### src/rtl/bus_arb_pkg.sv
// Shared types and constants for the round-robin bus arbiter.
//   N_MASTERS   default number of requesters
//   arb_vector  one bit per master (request / grant vectors)
//   NO_REQUEST  all-zero request vector
//   NO_GRANT    all-zero grant vector
//   arb_state_t arbiter FSM states
package bus_arb_pkg;

   localparam int unsigned N_MASTERS = 3;

   typedef logic [N_MASTERS-1:0] arb_vector;

   localparam arb_vector NO_REQUEST = '0;
   localparam arb_vector NO_GRANT   = '0;

   typedef enum logic {
      IDLE  = 1'b0,
      GRANT = 1'b1
   } arb_state_t;

endpackage

### src/rtl/rr_pick.sv
// Combinational round-robin picker: finds the first set request bit,
// searching upward from the master after last_ptr and wrapping.
//   req       request vector, bit i = master i
//   last_ptr  index of the most recent owner
//   onehot_c  one-hot winner (zero when nobody requests)
//   id_c      winner index (zero when nobody requests)
//   valid_c   a winner exists
module rr_pick #(
   parameter int unsigned N_MASTERS = 3
) (
   input  logic [N_MASTERS-1:0]          req,
   input  logic [$clog2(N_MASTERS)-1:0]  last_ptr,
   output logic [N_MASTERS-1:0]          onehot_c,
   output logic [$clog2(N_MASTERS)-1:0]  id_c,
   output logic                          valid_c
);

   localparam int unsigned ID_W = $clog2(N_MASTERS);

   logic [ID_W-1:0] idx;

   // Rotated priority scan; the first hit (lowest offset) wins.
   always_comb begin
      onehot_c = '0;
      id_c     = '0;
      valid_c  = 1'b0;
      idx      = '0;
      for (int k = 1; k <= int'(N_MASTERS); k++) begin
         idx = ID_W'((int'(last_ptr) + k) % int'(N_MASTERS));
         if (!valid_c && req[idx]) begin
            onehot_c[idx] = 1'b1;
            id_c          = idx;
            valid_c       = 1'b1;
         end
      end
   end

endmodule

### src/rtl/rr_bus_arbiter.sv
// Round-robin arbiter sharing one bus between N_MASTERS requesters.
// A grant is held until bus_ack or until the watchdog revokes it.
//   clk          clock, rising edge
//   reset        asynchronous, active-high
//   bus_req      request vector, bit i = master i
//   bus_ack      slave ack; ends the current tenure
//   bus_grant    one-hot or zero grant (registered)
//   grant_id     index of granted master, 0 when idle (registered)
//   bus_busy     high while a grant is held (registered)
//   bus_timeout  one-cycle pulse when the watchdog revokes a grant (registered)
module rr_bus_arbiter #(
   parameter int unsigned N_MASTERS = bus_arb_pkg::N_MASTERS,
   parameter int unsigned TIMEOUT   = 15
) (
   input  logic                          clk,
   input  logic                          reset,
   input  logic [N_MASTERS-1:0]          bus_req,
   input  logic                          bus_ack,
   output logic [N_MASTERS-1:0]          bus_grant,
   output logic [$clog2(N_MASTERS)-1:0]  grant_id,
   output logic                          bus_busy,
   output logic                          bus_timeout
);

   import bus_arb_pkg::*;

   localparam int unsigned ID_W  = $clog2(N_MASTERS);
   localparam int unsigned CNT_W = $clog2(TIMEOUT + 1);

   arb_state_t             state_q, state_d;
   logic [N_MASTERS-1:0]   grant_d;
   logic [ID_W-1:0]        id_d;
   logic [ID_W-1:0]        last_q, last_d;
   logic [CNT_W-1:0]       wd_q, wd_d;
   logic                   timeout_d;

   logic [N_MASTERS-1:0]   pick_onehot_c;
   logic [ID_W-1:0]        pick_id_c;
   logic                   pick_valid_c;

   // Winner search starts after the last owner, with its own bit still visible.
   rr_pick #(
      .N_MASTERS (N_MASTERS)
   ) u_pick (
      .req      (bus_req),
      .last_ptr (last_q),
      .onehot_c (pick_onehot_c),
      .id_c     (pick_id_c),
      .valid_c  (pick_valid_c)
   );

   // State and output registers.
   always_ff @(posedge clk or posedge reset) begin
      if (reset) begin
         state_q     <= IDLE;
         bus_grant   <= '0;
         grant_id    <= '0;
         bus_busy    <= 1'b0;
         bus_timeout <= 1'b0;
         last_q      <= ID_W'(N_MASTERS - 1);
         wd_q        <= '0;
      end else begin
         state_q     <= state_d;
         bus_grant   <= grant_d;
         grant_id    <= id_d;
         bus_busy    <= (state_d == GRANT);
         bus_timeout <= timeout_d;
         last_q      <= last_d;
         wd_q        <= wd_d;
      end
   end

   // Next-state, grant and watchdog logic.
   always_comb begin
      state_d   = state_q;
      grant_d   = bus_grant;
      id_d      = grant_id;
      last_d    = last_q;
      wd_d      = wd_q;
      timeout_d = 1'b0;

      case (state_q)
         IDLE: begin
            grant_d = '0;
            id_d    = '0;
            wd_d    = '0;
            // A still-high bus_timeout marks the mandatory dead cycle after a revoke.
            if (pick_valid_c && !bus_timeout) begin
               grant_d = pick_onehot_c;
               id_d    = pick_id_c;
               last_d  = pick_id_c;
               state_d = GRANT;
            end
         end

         GRANT: begin
            if (bus_ack) begin
               wd_d = '0;
               if (pick_valid_c) begin
                  grant_d = pick_onehot_c;
                  id_d    = pick_id_c;
                  last_d  = pick_id_c;
               end else begin
                  grant_d = '0;
                  id_d    = '0;
                  state_d = IDLE;
               end
            end else if (wd_q >= CNT_W'(TIMEOUT - 1)) begin
               // Revoke; last_q keeps the revoked owner so it drops to lowest priority.
               grant_d   = '0;
               id_d      = '0;
               wd_d      = '0;
               timeout_d = 1'b1;
               state_d   = IDLE;
            end else begin
               wd_d = wd_q + CNT_W'(1);
            end
         end

         default: begin
            grant_d = '0;
            id_d    = '0;
            wd_d    = '0;
            state_d = IDLE;
         end
      endcase
   end

endmodule

### config.mk
export PLATFORM = sky130hd
export DESIGN_NAME = rr_bus_arbiter
export DESIGN_NICKNAME = d
export VERILOG_FILES = /design/src/rtl/bus_arb_pkg.sv /design/src/rtl/rr_pick.sv /design/src/rtl/rr_bus_arbiter.sv
export SDC_FILE = /design/constraint.sdc
export NUM_CORES = 1
export LEC_CHECK = 0
export CAP_MARGIN = 20
export CORE_MARGIN = 2
export CORE_UTILIZATION = 40
export CTS_CLUSTER_SIZE = 14
export DETAILED_ROUTE_END_ITERATION = 12
export DONT_BUFFER_PORTS = 1
export PLACE_DENSITY_LB_ADDON = 0.15
export SLEW_MARGIN = 20
export SYNTH_ARGS = -nofsm -noshare
export SYNTH_HDL_FRONTEND = slang
export SYNTH_SLANG_ARGS = --single-unit
### constraint.sdc
create_clock -name clk -period 3.3 [get_ports clk]
set_clock_uncertainty 0.15 [all_clocks]
set_input_delay 0.33 -clock clk [delete_from_list [all_inputs] [get_ports clk]]
set_output_delay 0.33 -clock clk [all_outputs]
set_load 0.005 [all_outputs]
# Word level (Yosys, flattened, before mapping)

Index checks and enable logic that the tools add are counted.
Widths: inputs -> output; s select.

Add/subtract/negate cells: 4
Bitwise gates (word level): 3
$lt $le $gt $ge: 7
Mux-type cells: 46
Equal/unequal tests: 4
Div/mod/pow operators: 3
Reduce and logical (&&, ||, !) cells: 10

Operators with widths:

| cell                  | count |
|---|---|
| $mod 32x3->32 const B | 3 |
| $mux 3                | 7 |
| $mux 2                | 10 |
| $mux 1                | 16 |
| $lt 2x3->1 const B    | 3 |
| $mux 4                | 2 |
| $pmux 2 s2            | 2 |
| $pmux 4 s2            | 1 |
| $add 2x2->3 const B   | 2 |
| $bmux 1 s2            | 3 |
| $demux 1 s2           | 3 |
| $ge 2x1->1 const B    | 3 |
| $logic_and 1x1->1     | 6 |
| $or 3x3->3            | 2 |
| $pmux 3 s2            | 1 |
| $add 4x1->4 const B   | 1 |
| $ge 4x4->1 const B    | 1 |
| $ne 2x2->1 const B    | 2 |
| $add 2x1->3 const B   | 1 |
| $logic_not 1->1       | 3 |
| $ne 3x2->1 const B    | 1 |
| $reduce_and 3->1      | 1 |
| $ne 2x1->1 const B    | 1 |
| $pmux 1 s2            | 1 |
| $not 1->1             | 1 |

Bits of input ports: 6
Output and inout bits: 7
Register bits: 13

# Longest topological paths before layout

Gate-level depths: netlist of the first run.

Depth in word-level cells: 14
Mapped depth: 7
Mapped depth without buffers: 6

# Cells and area by module

From an unflattened synthesis of the first run, not the netlist that was laid out.

Cell total of the unflattened synthesis: 80
Area total of the unflattened synthesis: 824.5 µm²

Modules (own cells, without submodules):

| module         | times used | area each (µm²) | cells each |
|---|---|---|---|
| rr_bus_arbiter | 1          | 526.8           | 39 |
| rr_pick        | 1          | 297.8           | 41 |

# Worst setup path before layout of the first run

Ideal clock, no wire load.

Kind: register -> register
From: register last_q[1]
To: register bus_grant[0]
Cell stages (with the launch flop): 7
Data required time: 3028 ps
Setup time: 122 ps
Buffers on the path: 1
Clock period less this slack: 1981 ps
Arrival time: 1710 ps
Setup slack: 1319 ps
Cell sequence: dfstp_2 ha_1 buf_4 nand3b_1 o21ai_4 o31a_4 a32o_1

Word-level cells in the longest chain between the ends: 14
Elaborated cells between the ends (all ways): 44
Classes of those cells: add/sub (3); div (3); order compare (6); mux (22); bitwise (2); reduce/logical (8)

Ends and longest elaborated chain:

| item                                                                     | line                                       | text |
|---|---|---|
| start, declared                                                          | rr_bus_arbiter.sv:33                       | `logic [ID_W-1:0] last_q, last_d;` |
| start signal, assigned                                                   | rr_bus_arbiter.sv:60                       | `last_q <= ID_W'(N_MASTERS - 1);` |
| start signal, assigned                                                   | rr_bus_arbiter.sv:68                       | `last_q <= last_d;` |
| $add 2x1->3                                                              | rr_pick.sv:29                              | `idx = ID_W'((int'(last_ptr) + k) % int'(N_MASTERS));` |
| $mod 32x3->32                                                            | rr_pick.sv:29                              |  |
| $lt 2x3->1 (implied by the code) (tied with other cells)                 | rr_pick.sv:31                              | `onehot_c[idx] = 1'b1;` |
| $logic_and 1x1->1 (implied by the code) / $mux 1 (equally long branches) | rr_pick.sv:31, rr_pick.sv:30               |  |
| $mux 1, on equally long branches                                         | rr_pick.sv:31, rr_pick.sv:30               |  |
| $demux 1 s2 / $logic_not 1->1 (equally long branches)                    | n/a                                        |  |
| $mux 3 / $logic_and 1x1->1 (equally long branches)                       | rr_pick.sv:30                              | `if (!valid_c && req[idx]) begin` |
| $or 3x3->3 (no source line) / $mux 1 (equally long branches)             | n/a                                        |  |
| $mux 3 / $logic_not 1->1 (equally long branches)                         | rr_pick.sv:30                              |  |
| $or 3x3->3 (no source line) / $logic_and 1x1->1 (equally long branches)  | n/a                                        |  |
| $mux 3 / $mux 1 (equally long branches)                                  | rr_pick.sv:30                              |  |
| $mux 3 / $logic_and 1x1->1 (equally long branches)                       | rr_bus_arbiter.sv:99, rr_bus_arbiter.sv:88 |  |
| $mux 3, on equally long branches                                         | rr_bus_arbiter.sv:97, rr_bus_arbiter.sv:88 |  |
| $pmux 3 s2 (*)                                                           | rr_bus_arbiter.sv:82                       | `case (state_q)` |
| end signal, assigned                                                     | rr_bus_arbiter.sv:64                       | `bus_grant <= grant_d;` |
| end, declared                                                            | rr_bus_arbiter.sv:19                       | `output logic [N_MASTERS-1:0] bus_grant,` |

Every way passes the cells marked *; elsewhere a longest branch is shown, timed or not. The select of a mux whose other input is x is not followed.
A chain may end at the register's enable or synchronous reset.

# Worst setup path after layout of the first run

From: register last_q[0]
To: register bus_grant[0]

The elaborated chain is that of the path after synthesis.

==> metrics.cfg, run 1 <==
[setup_path]
critPathRequiredTime_ns = 3.32
worstSetupEndpointType = flop
slowest_stage = ha_1
arrival_ns = 2.17
worstSetupStartpointType = flop
path_cells = inv_1, ha_1, nand3b_1, o21ai_4, or2b_2, a32o_1
worstPathMaxFanout = 9
crit_type = flop to flop
cp_slowest_stage_delay_ns = 0.49

[power_and_ir_drop]
pwr_density_cell_mw_per_mm2 = 889
clkPwrFrac_pct = 12.4
intPower_w = 0.000454
pwr-share-seq_pct = 32.3
combPwrFrac_pct = 55.2
swShare_pct = 41.4
switching_power_w = 0.000321
vdd_drop_max_mv = 0.348
power_leakage_nw = 0.378

[synthesis]
muxShareOfSynthArea_pct = 5.45
synthArstFlopShare_pct = 100
synthAdderAreaFrac_pct = 9.35
synthFlopType = dfrtp_1
ys.warnings.count = 0
synth_nets = 89
synth_area_leaders = dfrtp_1, ha_1, mux2i_1, nand3b_1, dfstp_2
synth_edf_count = 0
ys_types = 32
synth_top_area_share_pct = 37.4
synth_top_family_by_area = compound AO/OA/AOI/OAI gates
syn_inst = 77
synthSimpleGateAreaFrac_pct = 17.8
ys_seq_area_share_pct = 40.7
synthesis.area_per_instance_sq_um = 10.4
ys_ff_latch = 13
synth_compound_area_share_pct = 22.0
yosysTopAreaCell = dfrtp_1
synth_area_sq_um = 803
synthXorXnorAreaFrac_pct = 1.09

[finish]
final_cell_area_sq_um = 872
nets = 94
final_core_util_pct = 45.4
antennaDiodeCount = 0
syn_to_final_growth_pct = 8.57
drive_gt1_share_pct = 11.1
stdcell_count = 108

[die]
top_level_ports = 13
die_x_um = 48.8
die_area_sq_mm = 0.00238
die_y_um = 48.8
start_util_pct = 41.8
core_area_sq_mm = 0.00192
num_rows = 16

[route]
drt_first_pass_iters = 4
vias_per_cell = 5.41
drcViolationCount = 0
ant_nets = 0
vias = 584
avgRoutedWirePerCell_um = 13.2
wl_um = 1430
drt_iter0_drc = 7

[place]
gp_congestion = 0.762
placed_cell_area_sq_um = 826
port_buffers = 0
place_ws_ns = 1.18
hpwl_um = 1110
post-place-cells = 102

[worst_hold_path]
hp-class = input pin to flop

[clocking]
cts_tree = built
clk_latency_ns = 0.28
cts_sinks = 13
cts_buffers = 3
clkSlewWorstSetupHoldPaths_ns = 0.07
cts-root-buf = clkbuf_4
htreeDepth = 1
cts_buffer_depth = 2
cts_resized = 0

[global_route]
grt_max_degree = 14
grt_pass1_wl_um = 2520
grt_overflow = 0
track_usage_pct = 13.8
antenna_found_initial = 0
grt_pass1_vias = 550

[timing]
maxSlewHeadroom_pct = 68.5
maxSlewViolCount = 0
fin_tns_setup_ns = 0
layout_setup_ws_ns = 1.15
fmax_mhz = 466
hold_viol_final = 0
grt_setup_unrepaired = no
setup_viol_count_final = 0
tightest_slew_ns = 0.472
min_period_over_period_pct = 65.0
fin_crit_ns = 2.15

[outcome]
outcome = finished clean

[run]
maxCapViolCount = 0

==> power by group through the flow <==
| stage | Combinational [W] | Sequential, W | Clock [W] |
|---|---|---|---|
| global route | 0.000480 | 0.000257 | 0.000109 |
| finish | 0.000428 | 0.000251 | 0.0000963 |
| global placement | 0.000427 | 0.000252 | 0 |
| detailed placement | 0.000426 | 0.000254 | 0 |
| CTS | 0.000429 | 0.000251 | 0.0000991 |
| floorplan | 0.000371 | 0.000243 | 0 |
==> layout by cell type (no fill, tap or decap), types with 3 or more instances in the layout <==
master / netlist / layout
dfrtp_1: 12 / 12
nor2_1: 6 / 6
nand3b_1: 4 / 4
ha_1: 6 / 6
clkbuf_4: 0 / 3
nand2_1: 5 / 5
mux2i_1: 3 / 3
o21ai_0: 4 / 4
o31ai_1: 3 / 3
inv_1: 5 / 5
==> per-layer routing <==
metal / wire length (um) / track usage [%] / vias to the layer above / part of all wire, %
met2: 653 / 20.3 / 18 / 46
li1: - / - / 288 / -
met3: 70 / 5.83 / 2 / 4.9
met1: 698 / 18.2 / 276 / 49
met5: 0 / 0 / - / 0
met4: 2 / 4.29 / 0 / 0.14
==> cells in the mapped netlist (2+ instances only) <==
library cell  count
o31ai_1           3
o211ai_1          2
nand2b_1          2
and3b_1           2
nor2_1            6
nand3b_1          4
nor2b_1           2
o21ai_0           4
nand2_1           5
dfrtp_1          12
inv_1             5
mux2i_1           3
o21a_1            2
a22o_1            2
ha_1              6
==> cell families after synthesis <==
| group | count (synthesis) |
|---|---|
| simple gates | 25 |
| compound gates | 21 |
| flops | 13 |
| buf+inv | 7 |
| fa+ha+maj | 6 |
| mux | 4 |
| xor+xnor | 1 |
==> worst paths after layout <==
kind	startpoint	endpoint	slack, ns	cells past startpoint
max in group asynchronous	reset	last_q[1]$_DFFE_PP1P_	2.30	2
max	last_q[0]$_DFFE_PP0P_	bus_grant[0]$_DFFE_PP0P_	1.15	6
min in group asynchronous	reset	bus_timeout$_DFF_PP0_	0.35	2
max reg2reg	last_q[0]$_DFFE_PP0P_	bus_grant[0]$_DFFE_PP0P_	1.15	6
min reg2reg	wd_q[0]$_DFF_PP0_	wd_q[0]$_DFF_PP0_	0.34	1
min	bus_ack	wd_q[1]$_DFF_PP0_	0.15	2
==> registers in the layout, summed over array words and instances, names as in the netlist <==
signal and flops:
wd_q 4, bus_grant 3, state_q 1, last_q 2, bus_timeout 1, grant_id 2
==> worst max-delay path: cells and delay by family, from the launching register on <==
kind / cells / cell delay [ns]
buf+inv: 1 / 0.09
compound gates: 2 / 0.40
fa+ha+maj: 1 / 0.49
simple gates: 2 / 0.51
flops: 1 / 0.39
==> area by class of cell <==
cell class / instances / area [sq um]
inverters: 5 / 18.8
multi-input cells: 57 / 447
flip-flops and latches: 13 / 327
repair buffers: 2 / 20.0
clock buffers: 4 / 26.3
fillers: 186 / 1050
well taps: 27 / 33.8
==> stage by stage <==
stage                     total power (W)  hold WS [ns]
after global placement           0.000679         0.121
after detailed placement         0.000680         0.116
final                            0.000775         0.146
after global routing             0.000846         0.161
after floorplan                  0.000614        0.0562
after CTS                        0.000780         0.151
==> repair_timing <==
action | 4_1_cts | 5_1_grt
setup buffers | 0 | 0
endpoints found under the hold margin | 13 | 0
hold buffers | 2 | 0
(Power assumes the default switching activity.)
==> run 2: changes to the inputs <==
- clock period: 3.3 -> 1.9 ns (I/O delays scaled with it)
==> run 2 against run 1 <==
  * The flow now finishes with violations (negative setup slack)
  * Hold slack worse by 0.13 ns
  * Critical path depth shrank 1
  * Maximum frequency rose by 6.2%
  * Worst setup slack worse by 1.3 ns
  * Sequential power is 76% higher
  * Total power grew 140%
  * Combinational power rose to 3.0 times the previous value
  * Sequential share of layout area shrank 7.5 points
  * Largest power group unchanged
==> metrics.cfg, run 2 (synthesis gave the netlist of run 1 again) <==
[outcome]
outcome = finished, violations left
failed_checks = negative setup slack

[clocking]
cts_sinks = 13
cts-root-buf = clkbuf_4
cts_tree = built
clkSlewWorstSetupHoldPaths_ns = 0.07
cts_buffers = 3
htreeDepth = 1
clk_latency_ns = 0.26
cts_buffer_depth = 2

[setup_path]
reg2reg_slack_ns = -0.12
slowest_stage = dfstp_2
arrival_ns = 2.03
rr_endpoint = bus_grant[0]$_DFFE_PP0P_
crit_start = last_q[1]$_DFFE_PP1P_
crit_family = flip-flops
cp_num_cells = 5
worstSetupEndpointType = flop
cp-endpoint = bus_grant[0]$_DFFE_PP0P_
critPathRequiredTime_ns = 1.91
cp_slowest_stage_delay_ns = 0.60
crit_type = flop to flop
r2r_start = last_q[1]$_DFFE_PP1P_
worstPathMaxFanout = 6
worstSetupStartpointType = flop
path_cells = ha_4, mux2i_4, mux2i_4, o31a_4, a32o_1
r2r_cells = 5
cp_common_cell = mux2i_4
cp.buffers_inverters = 0

[die]
num_rows = 16
die_y_um = 48.8
start_util_pct = 41.8
core_area_sq_mm = 0.00192
die_x_um = 48.8
die_area_sq_mm = 0.00238
top_level_ports = 13

[global_route]
track_usage_pct = 15.6
grt_pass1_vias = 629
grt_overflow = 0
met3_usage_pct = 5.21
grt_pass1_wl_um = 2890
grtUsageMet2_pct = 27.4
antenna_found_initial = 0
grt_max_degree = 14
use_met1_pct = 19.2
top_usage_layer = met2

[timing]
fin_hold_ws_ns = 0.0182
fmax_mhz = 495
tightest_slew_ns = 0.492
hold_viol_final = 0
layout_setup_ws_ns = -0.121
grt_setup_unrepaired = yes
maxSlewHeadroom_pct = 67.1
maxSlewViolCount = 0
min_period_over_period_pct = 106
fin_crit_ns = 2.02
setup_viol_count_final = 8

[finish]
largest_register_ffs = 4
multiInputGateArea_sq_um = 561
syn_to_final_growth_pct = 35.7
drive_gt1_share_pct = 40.4
antennaDiodeCount = 0
seq_area_sq_um = 327
nets = 107
largest_register = wd_q
n_fill_cell = 185
largestRegisters = wd_q: 4 flops, bus_grant: 3 flops
most-common-layout-cells = dfrtp_1, buf_4, nor2_1

[power_and_ir_drop]
pwr_density_cell_mw_per_mm2 = 1730
vdd_drop_max_mv = 0.775
power_leakage_nw = 0.458

[place]
port_buffers = 0
place_ws_ns = -0.114
hpwl_um = 1180
gp_congestion = 0.814

[route]
drcViolationCount = 0
avgRoutedWirePerCell_um = 13.8
vias_per_cell = 5.35
vias = 647
wl_um = 1660
drt_first_pass_iters = 4
drt_iter0_drc = 13
ant_nets = 0

[worst_hold_path]
hp-class = input pin to flop

[run]
maxCapViolCount = 0

==> run 2: cell count changes in the layout (fill, tap and decap cells not counted), moves of 3 or more <==
cell     before  now
ha_4          0    3
o21ai_2       0    3
ha_1          6    2
buf_4         0   12
mux2i_1       3    0
o21ai_0       4    1
==> run 2: timing repair <==
item	in CTS	in global routing
pin swaps	7	2
hold buffers	2	0
gates resized for setup	12	9
setup endpoints to repair	8	8
endpoints found under the hold margin	13	0
setup buffers	3	1
==> run 2: per-stage QoR <==
| step | instances | total power (W) | TNS [ns] | utilization (%) | cell area [sq um] |
|---|---|---|---|---|---|
| CTS | 120 | 0.00177 | -0.472 | 54.6 | 1050 |
| detailed placement | 111 | 0.00142 | -0.523 | 48.4 | 931 |
| global route | 121 | 0.00203 | -0.837 | 56.7 | 1090 |
| global placement | 111 | 0.00141 | -0.381 | 48.4 | 931 |
| floorplan | 77 | 0.00115 | -0.0651 | - | 845 |
| finish | 121 | 0.00188 | -0.481 | 56.7 | 1090 |
==> run 2: worst min-delay path by stage <==
stage	slack, ns	to	cells after the start	startpoint
after global placement	-0.03	bus_grant[2]$_DFFE_PP0P_	1	reset
after floorplan	-0.08	bus_grant[0]$_DFFE_PP0P_	1	reset
after CTS	0.01	wd_q[0]$_DFF_PP0_	2	bus_ack
after detailed placement	-0.02	bus_grant[1]$_DFFE_PP0P_	1	reset
final	0.02	wd_q[0]$_DFF_PP0_	2	bus_ack
after global routing	0.03	wd_q[0]$_DFF_PP0_	2	bus_ack
==> run 2: worst register-to-register path: stages (launching register included) <==
cell and delay (ns):
dfstp_2 0.60, ha_4 0.17, mux2i_4 0.26, mux2i_4 0.12, o31a_4 0.38, a32o_1 0.22
==> run 2: power breakdown <==
group | leakage [nW] | internal, W | switching (W)
clock network | 0.0150 | 0.0000812 | 0.0000784
registers | 0.169 | 0.000364 | 0.0000786
logic | 0.274 | 0.000686 | 0.000592
total | 0.458 | 0.00113 | 0.000749
==> run 2: area by class of cell <==
cell class | count | share of cell area (%)
tap | 27 | 3.10
multi-input combinational | 57 | 51.4
timing repair buffer | 15 | 11.1
sequential | 13 | 30.0
inverter | 5 | 1.95
clock buffer | 4 | 2.41
==> run 2: routing by layer <==
| layer | up-vias | share of wire (%) |
|---|---|---|
| met2 | 12 | 49 |
| met1 | 314 | 47 |
| met4 | 0 | 1.3 |
| met3 | 2 | 2.7 |
| met5 | - | 0 |
| li1 | 319 | - |
==> run 3: changes to the inputs <==
- CTS_BUF_LIST: not set -> sky130_fd_sc_hd__clkbuf_8
- CTS_CLUSTER_SIZE: 14 -> 28
==> run 3 against run 2 <==
  * The run still ends with negative setup slack left
  * Cell area rose by 4.9%
  * Largest power group unchanged
  * Die area did not move
  * Worst setup slack got worse by 0.0025 ns
  * Critical path type unchanged
  * Register-to-register slack barely moved
  * Critical path depth rose by 1
  * Count of clock-buffer cells in the layout fell by 1
  * Sequential power barely moved
  * Core utilization rose by 2.8 points
  * Sequential share of layout area fell by 1.4 points
  * Highest routed layer unchanged
==> metrics.cfg, run 3 (synthesis gave the netlist of run 1 again) <==
[setup_path]
crit_type = flop to flop
arrival_ns = 2.00
cp.buffers_inverters = 1
crit_family = flip-flops
worstPathMaxFanout = 6
slowest_stage = dfstp_2
cp_slowest_stage_delay_ns = 0.59
critPathRequiredTime_ns = 1.87
worstSetupStartpointType = flop
worstSetupEndpointType = flop
path_cells = inv_4, ha_4, mux2i_4, o21ai_4, or2b_4, a32o_1

[clocking]
clkSlewWorstSetupHoldPaths_ns = 0.05
htreeDepth = 1
cts_buffer_depth = 2
clk_latency_ns = 0.24
cts_sinks = 13
cts_tree = built
cts-root-buf = clkbuf_8
cts_buffers = 3

[outcome]
outcome = finished, violations left
failed_checks = negative setup slack

[power_and_ir_drop]
swShare_pct = 38.7
pwr_density_cell_mw_per_mm2 = 1770
switching_power_w = 0.000785
power_leakage_nw = 0.480
combPwrFrac_pct = 66.8
clkPwrFrac_pct = 11.3
pwr-share-seq_pct = 21.8
intPower_w = 0.00124
vdd_drop_max_mv = 0.837

[timing]
setup_viol_count_final = 7
fin_hold_ws_ns = 0.0543
hold_viol_final = 0
grt_setup_unrepaired = yes
min_period_over_period_pct = 106
tightest_slew_ns = 0.491
fin_crit_ns = 2.02
maxSlewHeadroom_pct = 67.2
fmax_mhz = 494
maxSlewViolCount = 0
layout_setup_ws_ns = -0.123

[global_route]
grtUsageMet2_pct = 27.4
use_met1_pct = 19.4
met3_usage_pct = 5.21
grt_overflow = 0
track_usage_pct = 16.0
grt_pass1_wl_um = 2970
antenna_found_initial = 0
grt_pass1_vias = 666
grt_max_degree = 14
top_usage_layer = met2

[route]
drcViolationCount = 0
vias_per_cell = 5.24
drt_iter0_drc = 11
drt_first_pass_iters = 4
avgRoutedWirePerCell_um = 14.6
wl_um = 1800
ant_nets = 0
vias = 645

[finish]
final_cell_area_sq_mm = 0.00114
drive_gt1_share_pct = 41.7
most-common-layout-cells = buf_4, dfrtp_1, nor2_1
antennaDiodeCount = 0
final_common_cell = buf_4
syn_to_final_growth_pct = 42.4
largestRegisters = wd_q: 4 flops, bus_grant: 3 flops
largest_register_ffs = 4
nets = 109
largest_register = wd_q

[die]
num_rows = 16
start_util_pct = 41.8
die_area_sq_mm = 0.00238
top_level_ports = 13
core_area_sq_mm = 0.00192
die_x_um = 48.8
die_y_um = 48.8

[run]
maxCapViolCount = 0

[place]
placed_cell_area_sq_um = 931
port_buffers = 0
gp_congestion = 0.814
hpwl_um = 1180
place_ws_ns = -0.114

[worst_hold_path]
hp-class = input pin to flop

-- run 3: cell count changes in the layout (fill, tap and decap cells not counted), sizes merged --
| cell | change |
|---|---|
| inv | +1 |
| buf | +2 |
| clkbuf | -1 |
-- run 3: what timing repair did --
item	CTS	global route
hold endpoints to repair	13	0
gates cloned	0	0
gates resized for setup	14	9
pin swaps	6	4
hold buffers	2	0
endpoints found under the setup margin	8	8
buffers inserted	3	3
-- run 3: final cells by class --
type,count,area (sq um)
clock buffer,3,41.3
clock inverter,1,3.75
fill,176,778
inverter,5,21.3
multi-input combinational,57,581
sequential,13,327
tap,27,33.8
timing repair buffer,17,136
-- run 3: power by group through the flow --
stage / combinational (W) / sequential (W) / clock (W)
floorplan: 0.000719 / 0.000432 / 0
global placement: 0.000972 / 0.000440 / 0
detailed placement: 0.000979 / 0.000444 / 0
CTS: 0.00119 / 0.000440 / 0.000238
global route: 0.00146 / 0.000456 / 0.000257
finish: 0.00136 / 0.000443 / 0.000230
-- run 3: path summary, 6_finish.rpt --
check | slack [ns] | depth (start not counted) | end | from
setup / recovery | -0.12 | 6 | bus_grant[0]$_DFFE_PP0P_ | last_q[1]$_DFFE_PP1P_
hold / removal | 0.05 | 2 | wd_q[0]$_DFF_PP0_ | bus_ack
setup reg to reg | -0.12 | 6 | bus_grant[0]$_DFFE_PP0P_ | last_q[1]$_DFFE_PP1P_
hold reg to reg | 0.34 | 1 | wd_q[0]$_DFF_PP0_ | wd_q[0]$_DFF_PP0_
max in group asynchronous | 0.98 | 2 | last_q[1]$_DFFE_PP1P_ | reset
min in group asynchronous | 0.27 | 2 | bus_grant[1]$_DFFE_PP0P_ | reset
-- run 3: worst reg2reg max path, cell delays in order (launching register included) --
cell     delay [ns]
dfstp_2        0.59
inv_4          0.06
ha_4           0.17
mux2i_4        0.18
o21ai_4        0.21
or2b_4         0.29
a32o_1         0.25
-- run 3: stage by stage --
| step | total power [W] | cells | TNS [ns] | utilization, % |
|---|---|---|---|---|
| after floorplan | 0.00115 | 77 | -0.0651 | - |
| after global placement | 0.00141 | 111 | -0.381 | 48.4 |
| after detailed placement | 0.00142 | 111 | -0.523 | 48.4 |
| after CTS | 0.00187 | 120 | -0.374 | 56.2 |
| after global routing | 0.00217 | 123 | -0.961 | 59.5 |
| final | 0.00203 | 123 | -0.464 | 59.5 |
-- run 3: routing by layer --
layer  up-vias  routed length (um)
met5         -                   0
met1       312                 799
met2        11                 905
met3         2                  68
li1        320                   -
met4         0                  21
